[config.mk]
export PLATFORM = sky130hd
export DESIGN_NAME = instr_fetch_issue
export DESIGN_NICKNAME = d
export VERILOG_FILES = /design/src/rtl/instr_fetch_issue.sv
export SDC_FILE = /design/constraint.sdc
export NUM_CORES = 2
export LEC_CHECK = 0
export BUFFER_PORTS_ARGS = -buffer_cell sky130_fd_sc_hd__buf_2
export CAP_MARGIN = 5
export CORE_ASPECT_RATIO = 0.9
export CORE_UTILIZATION = 41
export CTS_BUF_LIST = sky130_fd_sc_hd__clkbuf_2 sky130_fd_sc_hd__clkbuf_4 sky130_fd_sc_hd__clkbuf_8
export DETAILED_ROUTE_END_ITERATION = 12
export SYNTH_ARGS = -nofsm -noshare
export SYNTH_HDL_FRONTEND = slang
export SYNTH_SLANG_ARGS = --single-unit
[constraint.sdc]
create_clock -name clock -period 3 [get_ports clock]
set_input_delay 0.3 -clock clock [delete_from_list [all_inputs] [get_ports clock]]
set_output_delay 0.3 -clock clock [all_outputs]
set_load 0.005 [all_outputs]
[src/rtl/instr_fetch_issue.sv]
// instr_fetch_issue: producer side of the control decoder interface.
// Program-loadable instruction memory plus PC; fetches one word every two
// cycles and presents decoded register/opcode fields under valid/ready.
// Optional feature macro: IFU_HALT_EN (ECALL handshake stops fetch until reset).
module instr_fetch_issue #(
    parameter  int MEM_DEPTH = 64,
    localparam int ADDR_W    = $clog2(MEM_DEPTH)
) (
    input  logic              clock,
    input  logic              reset,
    input  logic              enable,
    input  logic              prog_we,
    input  logic [ADDR_W-1:0] prog_addr,
    input  logic [31:0]       prog_data,
    input  logic              redirect_valid,
    input  logic [31:0]       redirect_pc,
    input  logic              out_ready,
    output logic              out_valid,
    output logic [31:0]       out_instr,
    output logic [31:0]       out_pc,
    output logic [6:0]        opcode,
    output logic [4:0]        rd,
    output logic [2:0]        funct3,
    output logic [4:0]        rs1,
    output logic [4:0]        rs2,
    output logic [6:0]        funct7,
    output logic [15:0]       issued_count,
    output logic              halted
);

    localparam logic [31:0] ECALL = 32'h0000_0073;

    typedef enum logic [1:0] {
        IDLE,
        FETCH,
        ISSUE
`ifdef IFU_HALT_EN
        , HALT
`endif
    } state_t;

    state_t            state, state_next;
    logic [31:0]       pc;
    logic [31:0]       mem [MEM_DEPTH];
    logic [ADDR_W-1:0] pc_idx;
    logic [ADDR_W-1:0] idx_inc;
    logic [31:0]       pc_inc;
    logic              fire;
    logic              in_halt;
    logic              halt_now;
    logic              take_redirect;

    // Only the index bits address memory; upper PC bits ride along untouched,
    // so the increment wraps within the memory window.
    assign pc_idx  = pc[ADDR_W+1:2];
    assign idx_inc = pc_idx + {{(ADDR_W-1){1'b0}}, 1'b1};
    assign pc_inc  = {pc[31:ADDR_W+2], idx_inc, 2'b00};

    // out_valid is only ever set in ISSUE, so it alone qualifies the handshake.
    assign fire = out_valid & out_ready;

`ifdef IFU_HALT_EN
    assign in_halt  = (state == HALT);
    assign halt_now = fire && (out_instr == ECALL);
`else
    assign in_halt  = 1'b0;
    assign halt_now = 1'b0;
`endif

    // A retiring ECALL beats a same-cycle redirect; HALT ignores redirects.
    assign take_redirect = redirect_valid & ~in_halt & ~halt_now;
    assign halted        = in_halt;

    assign opcode = out_instr[6:0];
    assign rd     = out_instr[11:7];
    assign funct3 = out_instr[14:12];
    assign rs1    = out_instr[19:15];
    assign rs2    = out_instr[24:20];
    assign funct7 = out_instr[31:25];

    // Program port: write in any state, memory contents survive reset.
    always_ff @(posedge clock) begin
        if (prog_we)
            mem[prog_addr] <= prog_data;
    end

    // State register.
    always_ff @(posedge clock or negedge reset) begin
        if (!reset)
            state <= IDLE;
        else
            state <= state_next;
    end

    // Next-state: enable gates IDLE exit and ISSUE->FETCH; redirect forces FETCH.
    always_comb begin
        state_next = state;
        case (state)
            IDLE:    if (enable) state_next = FETCH;
            FETCH:   state_next = ISSUE;
            ISSUE:   if (fire) state_next = enable ? FETCH : IDLE;
`ifdef IFU_HALT_EN
            HALT:    state_next = HALT;
`endif
            default: state_next = IDLE;
        endcase
        if (take_redirect)
            state_next = FETCH;
`ifdef IFU_HALT_EN
        if (halt_now)
            state_next = HALT;
`endif
    end

    // PC, issue register and counter. The FETCH read lands straight in
    // out_instr, so a same-cycle program write to that index yields old data.
    always_ff @(posedge clock or negedge reset) begin
        if (!reset) begin
            pc           <= '0;
            out_valid    <= 1'b0;
            out_instr    <= '0;
            out_pc       <= '0;
            issued_count <= '0;
        end else begin
            if (fire)
                issued_count <= issued_count + 16'd1;
            if (take_redirect) begin
                pc        <= {redirect_pc[31:2], 2'b00};
                out_valid <= 1'b0;
            end else if (state == FETCH) begin
                out_instr <= mem[pc_idx];
                out_pc    <= pc;
                out_valid <= 1'b1;
            end else if (fire) begin
                pc        <= pc_inc;
                out_valid <= 1'b0;
            end
        end
    end

endmodule

**Word-level counts from Yosys, hierarchy flattened**

Memories as Yosys holds them, arrays and structs flattened. A register that Yosys moved wholly into a read port is not among the register bits.
Cells that the tools add are included.

- $add $sub $neg: 2
- Equality and inequality tests: 5
- Multiplexer cells: 13
- Bitwise logic cells: 2
- Reduce and logical (&&, ||, !) cells: 7

Operators with widths:

| operator | count |
|---|---|
| 32-bit 2-to-1 mux | 1 |
| 16-bit by 1-bit adder with 16-bit output, second input constant | 1 |
| 8-bit 2-to-1 mux | 2 |
| 6-bit by 1-bit adder with 6-bit output, second input constant | 1 |
| 1-bit 2-to-1 mux | 6 |
| 2-bit 2-to-1 mux | 3 |
| 3-bit != test, second input constant | 2 |
| 2-bit one-hot mux with 3 select lines | 1 |
| 2-bit AND reduction | 3 |
| 3-bit nonzero test | 1 |
| 2-bit by 1-bit == test with 1-bit output, second input constant | 1 |
| 2-bit == test, second input constant | 1 |
| 2-bit logical NOT | 1 |
| 2-bit != test, second input constant | 1 |
| 2-bit nonzero test | 1 |
| 1-bit bitwise AND | 1 |
| 1-bit logical NOT | 1 |
| 1-bit inverter | 1 |

- Bits in registers: 83
- Bits in writable memories: 2,048
- Word-level logic and storage cells: 36
- Memories: 1

Memory list:

| memory | words | width | rd ports | clocked after memory_dff | wr ports | RTL line | RTL |
|---|---|---|---|---|---|---|---|
| mem | 64 | 32 | 1 | 1 | 1 | 44 | `logic [31:0] mem [MEM_DEPTH];` |

**Depth between registers and ports, before layout**

- Word-level depth: 4
- Depth in mapped cells: 9
- Gate-level depth less buffers: 5

**Worst setup path after synthesis**

Ideal clock, no wire load.

- Path kind: input port to flip-flop
- Start point: input prog_addr[5]
- End point: memory mem[48][0], enable pin
- Arrival: 3.177 ns
- Setup slack: -0.638 ns
- Stages: 4
- Buffers on the path: 1
- Cell sequence: clkbuf_1 nand3_1 or3_1 nor3_1

RTL lines:

| element | RTL line | RTL |
|---|---|---|
| from (decl) | 13 | `input logic [ADDR_W-1:0] prog_addr,` |
| to (decl) | 44 |  |

No word-level cell before the write port.

==> impl_metrics.py <==
metrics = {
    "yosys": {
        "synthXorXnorAreaFrac_pct": 0.1692,
        "synth-edff-count": 2048,
        "synthSimpleGateAreaFrac_pct": 3.074,
        "synthMuxAreaShare_pct": 14.51,
        "synth_compound_area_share_pct": 2.951,
        "ys_seq_area_share_pct": 77.60,
        "synth_fa_ha_area_share_pct": 0.03021,
        "synth_area_per_cell_um2": 20.91,
        "syn-cell-area_um2": 82830,
        "ys_top_cells_by_count": "edfxtp_1 (2048), mux4_2 (431), nand2_1 (170), mux2_2 (115), dfrtp_1 (111)",
        "synth-async-reset-ratio_pct": 5.141,
        "synth_top_family_by_area": "multiplexers",
        "syn_inst": 3961,
        "ys_ff_latch": 2159,
        "synth_flop_cell": "edfxtp_1",
        "synth_area_leaders": "edfxtp_1 (74%), mux4_2 (12%), dfrtp_1 (3.4%)",
        "yosysTopAreaCell": "edfxtp_1",
        "post-synth-top-count-cell": "edfxtp_1",
        "yosys.area.top_type_share_pct": 74.24,
        "yosysWarnings": 0,
        "synth_cell_types": 52,
    },
    "die": {
        "dieArea_um2": 203800,
        "die_y_um": 428.4,
        "initial_core_util_pct": 41.24,
        "ios": 190,
        "core-area_um2": 200800,
        "fp.dieW_um": 475.8,
        "rows": 156,
    },
    "clocking": {
        "cts_tree": "built",
        "htree_levels": 5,
        "clk_pin_slew_ns": 0.06,
        "clk_path_buf_depth": 4,
        "root_buffer": "clkbuf_8",
        "cts_buffers": 347,
        "clock_latency_ns": 1.03,
        "cts_sinks": 2159,
    },
    "global_route": {
        "antenna_found_initial": 20,
        "gr-total-overflow": 0,
        "grt_pass1_wl_mm": 310.7,
        "grt_max_degree": 83,
        "grt_pass1_vias": 42807,
        "grt_use_total_pct": 21.34,
    },
    "cells_and_area": {
        "nFillCells": 16253,
        "drive_above_1_share_pct": 34.03,
        "area_growth_pct": 17.80,
        "fin_util_pct": 48.58,
        "final_cell_area_um2": 97580,
        "stdcell_count": 7593,
        "final_nets": 4719,
    },
    "detailed_routing": {
        "ant_nets": 0,
        "drt_wl_total_mm": 218.1,
        "drt_iter0_markers": 4860,
        "dr.pass1.iters": 8,
        "num_vias": 42858,
        "post_drt_wl_per_cell_um": 28.72,
        "drc": 0,
        "viasPerCell": 5.644,
    },
    "sta": {
        "finalSetupViolations": 0,
        "clock.fmax_mhz": 339.8,
        "drv_slew": 0,
        "rsz0062_at_grt": "no",
        "tns_ns": 0,
        "period_minus_slack_ns": 2.943,
        "min_period_over_period_pct": 98.11,
        "hold_violations": 0,
        "tightest_slew_ns": 1.225,
        "slew_headroom_pct": 18.34,
        "skew_ns": 0.06985,
    },
    "setup_path": {
        "start_kind": "register",
        "cp.required_ns": 3.88,
        "critPathMaxFanout": 26,
        "end_kind": "register",
        "crit_type": "register to register",
        "crit_arrival_ns": 3.82,
        "r2r_cells": 9,
    },
    "outcome": {
        "outcome": "complete, no violations",
    },
    "placement": {
        "hpwl_mm": 124.6,
        "numPortBuffers": 184,
        "place_area_um2": 89950,
        "gp_congestion": 0.8200,
        "dp_cells": 6879,
    },
    "power_and_ir_drop": {
        "total_power_mw": 68.84,
        "vdd_drop_max_v": 0.0004517,
        "p_leak_nw": 31.48,
        "powerDensity_nw_per_um2": 705.4,
    },
    "hold_path": {
        "holdPathStages": 1,
        "hold_path_class": "primary input to register",
    },
    "job": {
        "cap_viol_max_count": 0,
    },
}
==> where the power goes <==
part	switching (mW)	internal, mW	leakage (nW)	total, mW
combinational	5.72	4.40	8.20	10.1
sequential	0.648	33.6	19.8	34.2
clock	11.2	13.2	3.52	24.5
total	17.6	51.2	31.5	68.8
==> worst max-delay path: stages, from the launching register on <==
cell and delay (ns):
dfrtp_4 0.57, buf_12 0.22, buf_12 0.16, buf_12 0.23, buf_4 0.23, mux4_2 0.52, a22oi_1 0.28, nand3_1 0.26
o21ai_0 0.20, nor3_1 0.08
==> cells by family after synthesis <==
| family | after synthesis |
|---|---|
| DFF | 2159 |
| muxes | 648 |
| and+or+nand+nor | 514 |
| AOI/OAI and AO/OA | 348 |
| buffers and inverters | 273 |
| xor gates and xnor gates | 16 |
| adders and majority gates | 2 |
| other | 1 |
==> repair_timing <==
action / 4_1_cts / 5_1_grt
gates resized for setup: 0 / 2
hold buffers: 96 / 0
endpoints found under the setup margin: 0 / 8
endpoints found under the hold margin: 1103 / 0
buffers inserted: 0 / 3
==> layer usage <==
metal  vias up  track usage, %  wire length (um)
met1     22868           31.92             95760
met5         -               0                46
met4         8           5.825              5125
met2      1785           31.87             99000
met3       310           4.202             18170
li1      17887               -                 -
==> path summary, 6_finish.rpt <==
kind / from / endpoint / slack (ns)
worst max-delay path: pc[2] / out_instr[13] / 0.06
worst min-delay path: prog_data[26] / mem[6][26] / 0.09
worst max register to register: pc[2] / out_instr[13] / 0.06
worst min register to register: pc[17] / out_pc[17] / 0.46
max in group asynchronous: reset / pc[16] / 1.39
min in group asynchronous: reset / out_pc[2] / 0.41
==> cells in the final DEF (no fill, tap or decap), types with 5 or more instances in the layout <==
master / n
edfxtp_1: 2048
mux4_2: 431
clkbuf_8: 366
buf_4: 223
buf_2: 183
nand2_1: 170
clkbuf_4: 129
mux2_2: 115
a211oi_1: 107
dfrtp_1: 106
mux2i_1: 102
buf_12: 98
dlygate4sd3_1: 96
a22oi_1: 88
nor4_1: 83
clkinv_1: 73
nor2_4: 64
o21ai_0: 59
nor2b_1: 58
nand3_1: 45
nor3_1: 27
o22ai_1: 27
o221ai_1: 27
clkinv_2: 24
nor2_1: 13
diode_2: 12
and3_1: 11
xnor2_1: 11
a21oi_1: 9
nand4_1: 7
nand2b_1: 7
xor2_1: 5
o21ai_1: 5
a22o_1: 5
bufinv_16: 5
dfrtp_4: 5
==> metrics by stage <==
stage,worst slack (ns),hold slack (ns)
4_1_cts,0.01457,0.008893
5_1_grt,0.008071,0.04452
6_report,0.05670,0.09467
3_5_place_dp,0.02018,0.2022
3_3_place_gp,-0.01843,0.2001
2_1_floorplan,0.07274,0.004409
==> sequential cells by signal (all words and copies together) (netlist names) <==
name          cells
issued_count     16
mem            2048
out_instr        32
out_pc           30
out_valid         1
pc               30
state             2
==> layout make-up <==
class                           count  area (um^2)  share of cell area [%]
Antenna cell                       12        30.03                 0.03077
Clock buffer                      495         6006                   6.155
Clock inverter                    108        594.3                  0.6091
Inverter                            1        3.754                0.003847
Multi-Input combinational cell   1531        17750                   18.19
Sequential cell                  2159        64300                   65.89
Tap cell                         2686         3361                   3.444
Timing Repair Buffer              601         5540                   5.678
Power figures use the tool's default switching activity.
